## src/rtl/lcd_pkg.sv

```systemverilog
// Shared LCD test-pattern definitions: sequencer FSM states,
// select-width helper and default panel timing constants.
package lcd_pkg;

  typedef enum logic {
    ST_RUN     = 1'b0,
    ST_PENDING = 1'b1
  } seq_state_e;

  localparam int H_ACTIVE = 480;
  localparam int H_FP     = 8;
  localparam int H_SYNC   = 4;
  localparam int H_BP     = 43;
  localparam int V_ACTIVE = 272;
  localparam int V_FP     = 4;
  localparam int V_SYNC   = 4;
  localparam int V_BP     = 12;

  localparam int DEF_NUM_PATTERNS = 4;

  function automatic int sel_w(input int n);
    return (n > 1) ? $clog2(n) : 1;
  endfunction

endpackage

```

## src/rtl/btn_debounce.sv

```systemverilog
// Push-button conditioner: 2-FF synchronizer, stable-level debounce counter, press pulse.
// Ports: clk, rst_n (async low), btn_n (raw, active low), press (1-cycle pulse on accepted press).
module btn_debounce #(
  parameter int DEBOUNCE_CYCLES = 270000
) (
  input  logic clk,
  input  logic rst_n,
  input  logic btn_n,
  output logic press
);

  localparam int CW = $clog2(DEBOUNCE_CYCLES);
  localparam logic [CW-1:0] CNT_MAX = CW'(DEBOUNCE_CYCLES - 1);

  logic          s1;
  logic          s2;
  logic          stable;
  logic [CW-1:0] cnt;
  logic          flip;

  // Nth consecutive differing sample flips the stable level
  assign flip = (s2 != stable) && (cnt == CNT_MAX);

  always_ff @(posedge clk or negedge rst_n) begin
    if (!rst_n) begin
      s1     <= 1'b1;
      s2     <= 1'b1;
      stable <= 1'b1;
      cnt    <= '0;
      press  <= 1'b0;
    end else begin
      s1    <= btn_n;
      s2    <= s1;
      press <= flip && stable;
      if (s2 == stable) begin
        cnt <= '0;
      end else if (flip) begin
        stable <= s2;
        cnt    <= '0;
      end else begin
        cnt <= cnt + 1'b1;
      end
    end
  end

endmodule

```

## src/rtl/pattern_sequencer.sv

```systemverilog
// Frame-synchronous pattern selector: advances on button press or auto timer, only at vsync.
// Ports: clk, rst_n, btn_n, auto_en, vsync, de -> pattern_sel, frame_start, frame_cnt, pending, de_err.
module pattern_sequencer
  import lcd_pkg::*;
#(
  parameter int NUM_PATTERNS       = 4,
  parameter int FRAMES_PER_PATTERN = 60,
  parameter int DEBOUNCE_CYCLES    = 270000,
  parameter bit VSYNC_ACTIVE_LOW   = 1'b1,
  parameter int SEL_W              = sel_w(NUM_PATTERNS)
) (
  input  logic             clk,
  input  logic             rst_n,
  input  logic             btn_n,
  input  logic             auto_en,
  input  logic             vsync,
  input  logic             de,
  output logic [SEL_W-1:0] pattern_sel,
  output logic             frame_start,
  output logic [7:0]       frame_cnt,
  output logic             pending,
  output logic             de_err
);

  localparam logic VS_ACT = VSYNC_ACTIVE_LOW ? 1'b0 : 1'b1;
  localparam logic [SEL_W-1:0] SEL_LAST = SEL_W'(NUM_PATTERNS - 1);

  seq_state_e       state;
  seq_state_e       state_d;
  logic [SEL_W-1:0] sel_d;
  logic [7:0]       cnt_d;
  logic             vs_q;
  logic             press;
  logic             auto_req;
  logic             do_switch;

  btn_debounce #(
    .DEBOUNCE_CYCLES(DEBOUNCE_CYCLES)
  ) u_deb (
    .clk  (clk),
    .rst_n(rst_n),
    .btn_n(btn_n),
    .press(press)
  );

  // >= so that re-enabling auto past the threshold still switches
  assign auto_req = auto_en &&
                    (int'(frame_cnt) >= FRAMES_PER_PATTERN - 1);
  assign pending  = (state == ST_PENDING);

  always_ff @(posedge clk or negedge rst_n) begin
    if (!rst_n) begin
      vs_q        <= ~VS_ACT;
      frame_start <= 1'b0;
      de_err      <= 1'b0;
    end else begin
      vs_q        <= vsync;
      // registered boundary: vs_q entering its active level
      frame_start <= (vsync == VS_ACT) && (vs_q != VS_ACT);
      if ((vs_q == VS_ACT) && de)
        de_err <= 1'b1;
    end
  end

  always_comb begin
    state_d   = state;
    sel_d     = pattern_sel;
    cnt_d     = frame_cnt;
    do_switch = 1'b0;
    unique case (state)
      ST_RUN: begin
        if (frame_start) begin
          if (auto_req)
            do_switch = 1'b1;
          else if (frame_cnt != 8'hFF)
            cnt_d = frame_cnt + 8'd1;
        end
        // a press coinciding with a boundary waits for the next one
        if (press)
          state_d = ST_PENDING;
      end
      ST_PENDING: begin
        if (frame_start) begin
          do_switch = 1'b1;
          state_d   = ST_RUN;
        end
      end
    endcase
    if (do_switch) begin
      sel_d = (pattern_sel == SEL_LAST) ? '0 : pattern_sel + 1'b1;
      cnt_d = '0;
    end
  end

  always_ff @(posedge clk or negedge rst_n) begin
    if (!rst_n) begin
      state       <= ST_RUN;
      pattern_sel <= '0;
      frame_cnt   <= '0;
    end else begin
      state       <= state_d;
      pattern_sel <= sel_d;
      frame_cnt   <= cnt_d;
    end
  end

endmodule

```

## config.mk

```make
export PLATFORM = sky130hd
export DESIGN_NAME = pattern_sequencer
export DESIGN_NICKNAME = d
export VERILOG_FILES = /design/src/rtl/lcd_pkg.sv /design/src/rtl/btn_debounce.sv /design/src/rtl/pattern_sequencer.sv
export SDC_FILE = /design/constraint.sdc
export NUM_CORES = 1
export LEC_CHECK = 0
export CORE_AREA = 2 2 82 84
export DETAILED_ROUTE_END_ITERATION = 12
export DIE_AREA = 0 0 84 86
export PLACE_DENSITY_LB_ADDON = 0.15
export SYNTH_ARGS = -nofsm -noshare
export SYNTH_HDL_FRONTEND = slang
export SYNTH_HIERARCHICAL = 1
export SYNTH_SLANG_ARGS = --single-unit
```

## constraint.sdc

```tcl
create_clock -name clk -period 1.55 [get_ports clk]
set_input_delay 0.31 -clock clk [delete_from_list [all_inputs] [get_ports clk]]
set_output_delay 0.31 -clock clk [all_outputs]
set_load 0.03 [all_outputs]
```

==> impl_metrics.csv, run 1 <==
group,metric,value,unit
synth,synth_cell_types,38,
cts,cts_tree,"yes",
min_path,hold_class,"flip-flop to flip-flop",
power_and_ir_drop,leakage,0.00105,uW
setup_path,cp_max_fo,3,
synth,yosysWarnings,6,
place,portBuffers,18,
die,initial_core_util,0.297,
sta,hold_viol_final,0,
synth,synth_nets,178,
setup_path,worstSetupPathType,"flip-flop to flip-flop",
sta,worstMarginPinSlew,0.369,ns
place,gp_congestion,0.878,
layout,area_growth,34.1,%
die,ios,19,
power_and_ir_drop,ir_drop,0.719,mV
sta,setup_viol,0,
setup_path,critPathCaptureType,"flip-flop",
synth,avgSynthCellArea,11.0,um2
setup_path,cp.required,1.73,ns
layout,final_cell_area,2500,um2
place,pre_cts_slack,-0.0904,ns
cts,clk_latency,0.29,ns
die,die_w,84,um
die,dieArea,7220,um2
grt,grt_util_all_layers,0.118,
setup_path,arrival,1.69,ns
min_path,worstHoldStart,"u_deb/s1",
drt,drt.antenna.violating_nets,0,
synth,synth_edf_count,0,
power_and_ir_drop,pwr-share-clk,0.299,
sta,fmax,0.660,GHz
synth,async_flop_share,1.00,
synth,synth_area,1860,um2
synth,postSynthCellCount,169,
power_and_ir_drop,p_comb_frac,0.270,
grt,grt_max_degree,38,
cts,cts.reportedPaths.clkPinSlew,0.08,ns
setup_path,setup.worst_path.start,"u_deb/cnt[1]",
power_and_ir_drop,swShare,0.339,
synth,synth_ff_type,"dfrtp_1",
sta,fin_worst_skew,0.00485,ns
setup_path,startpoint_type,"flip-flop",
drt,routed_wirelength,4030,um
sta,tns,0,ns
die,core_area,6280,um2
grt,grt_pass1_wl,6790,um
power_and_ir_drop,power.density,1140,nW/um2
cts,clock_sinks,37,
layout,n_antenna_cell,0,
place,hpwl,3010,um
drt,wire_per_inst,13.6,um
power_and_ir_drop,p_sw,966,uW
grt,antenna_found_initial,0,
cts,htreeDepth,2,
sta,rsz0062_at_grt,"yes",
sta,finalWorstSetupSlack,0.0350,ns
cts,cts_made_buffers,5,
place,place_area,2320,um2
drt,drt-initial-drc-count,67,
layout,drive_gt1_frac,0.333,
power_and_ir_drop,power_frac_seq,0.431,
outcome,outcome,"completed",
cts,clock-root-buffer,"clkbuf_8",
synth,seq_area_frac_synth,0.499,
sta,drv_slew,0,
sta,finalCritPeriodShare,0.977,
sta,slew_headroom,0.753,
run,timing.max_cap.violations,0,
setup_path,reg2reg_from,"u_deb/cnt[1]",
die,row_count,29,
sta,post-route-min-period,1.52,ns
drt,avgViaCountPerCell,4.85,
die,die-height,86,um
grt,gr-total-overflow,0,
synth,synth_seq_cells,37,
layout,layout.nets,227,
drt,dr.pass1.iters,4,
grt,grt_pass1_vias,1369,
drt,drc,0,
cts,cts_buffer_depth,2,
layout,filler_cell_count,607,
power_and_ir_drop,internal-power,1880,uW
drt,dr_total_vias,1437,
## metal layers
layer | up-vias | wire length [um] | global-route usage
li1 | 713 | - | -
met2 | 27 | 1880 | 0.182
met3 | 2 | 163 | 0.0308
met5 | - | 0 | 0
met1 | 695 | 1960 | 0.164
met4 | 0 | 24 | 0.0352
## worst paths after layout
path	endpoint	cells past startpoint	slack [ns]
setup / recovery	u_deb/cnt[12]	6	0.03
hold / removal	u_deb/s2	0	0.36
setup reg to reg	u_deb/cnt[12]	6	0.03
hold reg to reg	u_deb/s2	0	0.36
max in group asynchronous	u_deb/stable	2	0.91
min in group asynchronous	u_deb/cnt[7]	2	0.39
## critical path, stage by stage, from the launching register on
cell     delay, ns
dfrtp_1       0.36
ha_2          0.22
and4_1        0.25
buf_4         0.12
nand4_1       0.17
xor2_2        0.24
nor2_4        0.05
## repair_timing
item	CTS	global route
setup endpoints to repair	22	23
resized for setup	14	17
pin swaps	1	8
hold buffers	0	0
setup buffers	0	1
## cell type report
| class | instances | area [um2] | area share |
|---|---|---|---|
| Multi-Input combinational cell | 129 | 970 | 0.388 |
| Sequential cell | 37 | 941 | 0.376 |
| Timing Repair Buffer | 43 | 370 | 0.148 |
| Tap cell | 77 | 96.3 | 0.0385 |
| Clock buffer | 5 | 68.8 | 0.0275 |
| Clock inverter | 3 | 46.3 | 0.0185 |
| Inverter | 2 | 7.51 | 0.00300 |
## through the flow
| step | hold WS, ns | util | total power (uW) | cells |
|---|---|---|---|---|
| 3_5_place_dp | 0.347 | 0.370 | 2090 | 287 |
| 4_1_cts | 0.363 | 0.388 | 2870 | 295 |
| 3_3_place_gp | 0.350 | 0.370 | 2060 | 287 |
| 2_1_floorplan | 0.0144 | - | 1690 | 169 |
| 6_report | 0.361 | 0.398 | 2850 | 296 |
| 5_1_grt | 0.368 | 0.398 | 3000 | 296 |
## power groups by stage
stage	sequential, uW	clock [uW]	combinational (uW)
final	1230	851	768
after global routing	1250	924	824
after CTS	1230	876	768
after detailed placement	1250	0	840
after global placement	1240	0	823
after floorplan	1460	0	229
## cell usage after synthesis (all sizes together) (4+ instances only)
master   n  area share
a21oi    4       0.011
and4     6       0.031
dfrtp   33        0.44
dfstp    4       0.056
mux2i    4       0.021
nand2   10       0.024
nand3   15       0.043
nand4    9       0.046
nor2    29       0.058
o21ai    6       0.018
xnor2    7       0.033
xor2     9       0.042
## cells in the final DEF (no fill, tap or decap), types with 3 or more instances in the layout
cell type,count
a21oi_2,3
and4_1,4
buf_4,23
clkbuf_8,5
clkdlybuf4s50_1,5
dfrtp_1,25
dfrtp_2,8
dfstp_2,4
dlygate4sd2_1,12
mux2i_1,4
nand2_1,9
nand3_1,14
nand4_1,7
nor2_1,26
nor4_1,3
o21ai_0,5
xnor2_1,7
xor2_1,8
## logic make-up (layout without fill, tap and decap cells)
family	after synthesis	in the layout	synth area share
DFF	37	37	0.499
AOI/OAI and AO/OA	19	19	0.0832
buffers and inverters	3	53	0.0101
muxes	7	7	0.0436
adders and majority gates	3	3	0.0201
xor gates and xnor gates	16	16	0.0752
and+or+nand+nor	84	84	0.268
## state kept, by name (all words and copies together) (netlist names)
signal / cells
u_deb/press: 1
de_err: 1
u_deb/s2: 1
pending: 1
u_deb/stable: 1
vs_q: 1
frame_cnt: 8
frame_start: 1
u_deb/cnt: 19
pattern_sel: 2
u_deb/s1: 1
(Power assumes the default switching activity.)
==> run 2, diff against run 1 <==
- CORE_AREA: 2 2 82 84 -> 2 2 81 83
- DIE_AREA: 0 0 84 86 -> 0 0 83 85
- SYNTH_HIERARCHICAL: 1 -> unset
==> run 2 against run 1 <==
- the run now ends with setup timing left
- die area shrank 2.3%
- clock skew increased by 0.0034 ns
- count of clock-buffer cells in the layout is the same
- design area grew 11%
- global-route usage increased by 1.7 points
- sequential share of layout area shrank 3.8 points
- core utilization rose by 4.7 points
- sequential cell count is the same
- critical path type unchanged
- critical endpoint is now u_deb.cnt[15]
- largest power group unchanged
- highest routed layer unchanged
==> impl_metrics.csv, run 2 <==
group,metric,value,unit
layout,largest_reg_flops,19,
die,die_w,83,um
synth,postSynthCellCount,171,
synth,synth_seq_cells,37,
die,die-height,85,um
cts,htreeDepth,2,
cts,cts_tree,"yes",
layout,area_growth,55.1,%
layout,multiInputGateArea,1010,um2
grt,grt_pass1_vias,1667,
grt,grt_max_degree,38,
layout,regArea,935,um2
setup_path,cp.required,1.78,ns
drt,wire_per_inst,14.1,um
sta,setup_viol,4,
die,initial_core_util,0.287,
setup_path,setup.worst_path.start,"u_deb.cnt[6]",
layout,layout.nets,253,
drt,drt-initial-drc-count,48,
place,gp_congestion,0.791,
synth,synthMuxAreaShare,0.0302,
drt,drc,0,
layout,fin_cells,322,
synth,async_flop_share,1.00,
setup_path,reg2reg_depth,5,
power_and_ir_drop,internal-power,2220,uW
power_and_ir_drop,pwr-share-clk,0.311,
power_and_ir_drop,power.density,1190,nW/um2
run,timing.max_cap.violations,0,
synth,seq_area_frac_synth,0.522,
cts,clock-root-buffer,"clkbuf_8",
die,dieArea,7060,um2
power_and_ir_drop,swShare,0.325,
layout,reg.largest.list,"u_deb.cnt (19), frame_cnt (8), pattern_sel (2)",
setup_path,cpPeakStageDelay,0.51,ns
layout,n_antenna_cell,0,
place,hpwl,3110,um
setup_path,worstSetupPathType,"flip-flop to flip-flop",
outcome,failed_checks,"setup timing",
synth,avgSynthCellArea,10.4,um2
setup_path,reg2reg_slack,-0.05,ns
sta,finalCritPeriodShare,1.03,
setup_path,rr_endpoint,"u_deb.cnt[15]",
sta,hold_viol_final,0,
setup_path,reg2reg_from,"u_deb.cnt[6]",
power_and_ir_drop,power_frac_seq,0.366,
grt,antenna_found_initial,0,
synth,synth_ff_type,"dfrtp_1",
power_and_ir_drop,p_comb_frac,0.322,
setup_path,worstPathCellList,"buf_4, nand4_4, or4_4, or3_4, a21oi_2",
synth,yosysWarnings,0,
min_path,hold_class,"flip-flop to flip-flop",
drt,dr.pass1.iters,4,
die,ios,19,
setup_path,critPathCaptureType,"flip-flop",
sta,worstMarginPinSlew,0.398,ns
synth,synth-xor-area-share,0.0885,
cts,clock_sinks,37,
min_path,hold_depth,0,
drt,avgViaCountPerCell,4.78,
synth,synth_cell_types,39,
synth,synth_edf_count,0,
place,dp.cells,303,
synth,synth_top_family_by_area,"simple AND/OR/NAND/NOR gates",
sta,fmax,0.626,GHz
synth,synth_top_area_frac,0.463,
synth,synth_compound_area_frac,0.0702,
cts,cts_made_buffers,5,
setup_path,crit_path_top_delay_cell,"or4_4",
power_and_ir_drop,ir_drop,0.733,mV
layout,top_register,"u_deb.cnt",
sta,rsz0062_at_grt,"yes",
place,portBuffers,18,
die,core_area,6200,um2
outcome,outcome,"finished, violations left",
synth,synth.most_common_cell,"dfrtp_1",
setup_path,cp_max_fo,4,
die,row_count,29,
layout,post-route-util,0.445,
synth,yosys.area_share.simple,0.254,
sta,post-route-min-period,1.60,ns
sta,drv_slew,0,
drt,dr_total_vias,1540,
grt,grt_util_all_layers,0.135,
drt,drt.antenna.violating_nets,0,
power_and_ir_drop,leakage,0.00120,uW
cts,cts.reportedPaths.clkPinSlew,0.08,ns
sta,slew_headroom,0.734,
grt,grt_pass1_wl,7670,um
sta,fin_worst_skew,0.00828,ns
cts,clk_latency,0.29,ns
synth,synth_area_leader_cell,"dfrtp_1",
layout,filler_cell_count,580,
synth,synth_area_leaders,"dfrtp_1 (46%), nor2_1 (6.3%), dfstp_2 (5.9%)",
cts,cts_buffer_depth,2,
setup_path,startpoint_type,"flip-flop",
synth,synth_nets,180,
grt,gr-total-overflow,0,
setup_path,arrival,1.83,ns
layout,drive_gt1_frac,0.396,
cts,holdBufCountCts,0,
drt,routed_wirelength,4540,um
sta,finalWorstSetupSlack,-0.0463,ns
synth,synth_area,1780,um2
layout,final_common_cell,"buf_4",
min_path,worstHoldStart,"u_deb.s1",
synth,synth.cells.most_frequent,"dfrtp_1 (33), nor2_1 (30), nand3_1 (14), xnor2_1 (10), nand2_1 (9)",
layout,mostFrequentLayoutCells,"buf_4 (47), dfrtp_1 (30), nor2_1 (28)",
power_and_ir_drop,p_sw,1070,uW
min_path,whs_endpoint,"u_deb.s2",
synth,synthAdderAreaFrac,0.0211,
-- run 2: metal layers --
metal / vias to the layer above / part of all wire / GRT usage
li1: 759 / - / -
met1: 741 / 0.43 / 0.158
met5: - / 0 / 0
met3: 12 / 0.036 / 0.0311
met2: 28 / 0.51 / 0.238
met4: 0 / 0.021 / 0.0566
-- run 2: stage by stage --
stage | hold slack (ns) | cell area (um2) | total power (uW) | setup slack [ns] | TNS, ns
global route | 0.362 | 2760 | 3460 | -0.145 | -1.69
finish | 0.359 | 2760 | 3280 | -0.0463 | -0.110
global placement | 0.347 | 2400 | 2140 | -0.107 | -1.90
CTS | 0.359 | 2660 | 3190 | -0.0496 | -0.207
detailed placement | 0.347 | 2400 | 2170 | -0.122 | -2.00
floorplan | 0.0144 | 1830 | 1690 | -0.147 | -0.349
-- run 2: how the worst max path moves through the flow --
stage	endpoint	slack, ns	cells after the start
6_report	u_deb.cnt[15]	-0.05	5
3_5_place_dp	u_deb.stable	-0.12	5
2_1_floorplan	pattern_sel[0]	-0.15	6
3_3_place_gp	u_deb.stable	-0.11	5
4_1_cts	pattern_sel[1]	-0.05	5
5_1_grt	u_deb.cnt[15]	-0.14	5
-- run 2: kinds of logic (layout without fill, tap and decap cells) --
logic type / Yosys count / in the layout
AND/OR/NAND/NOR: 82 / 82
flip-flops: 37 / 37
AO/OA/AOI/OAI: 20 / 20
XOR/XNOR: 18 / 18
buffers and inverters: 6 / 80
multiplexers: 5 / 5
adder cells (fa/ha/maj): 3 / 3
-- run 2: layout make-up --
| type | instances | share of cell area |
|---|---|---|
| Tap cell | 77 | 0.0349 |
| Timing Repair Buffer | 68 | 0.206 |
| Clock buffer | 5 | 0.0249 |
| Multi-Input combinational cell | 128 | 0.366 |
| Clock inverter | 3 | 0.0249 |
| Inverter | 4 | 0.00543 |
| Sequential cell | 37 | 0.338 |
-- run 2: critical path: cells and delay by family, from the launching register on --
family | cells | cell delay, ns
buffers and inverters | 1 | 0.13
AOI/OAI and AO/OA | 1 | 0.11
and+or+nand+nor | 3 | 0.93
DFF | 1 | 0.37
-- run 2: power groups by stage --
stage | sequential [uW] | combinational, uW | clock (uW)
2_1_floorplan | 1470 | 217 | 0
3_3_place_gp | 1220 | 922 | 0
3_5_place_dp | 1230 | 947 | 0
4_1_cts | 1200 | 942 | 1050
5_1_grt | 1220 | 1150 | 1100
6_report | 1200 | 1060 | 1020
-- run 2: timing repair --
| item | in CTS | in global routing |
|---|---|---|
| pin swaps | 12 | 4 |
| resized for setup | 26 | 25 |
| setup endpoints to repair | 36 | 33 |
| buffers inserted | 10 | 1 |
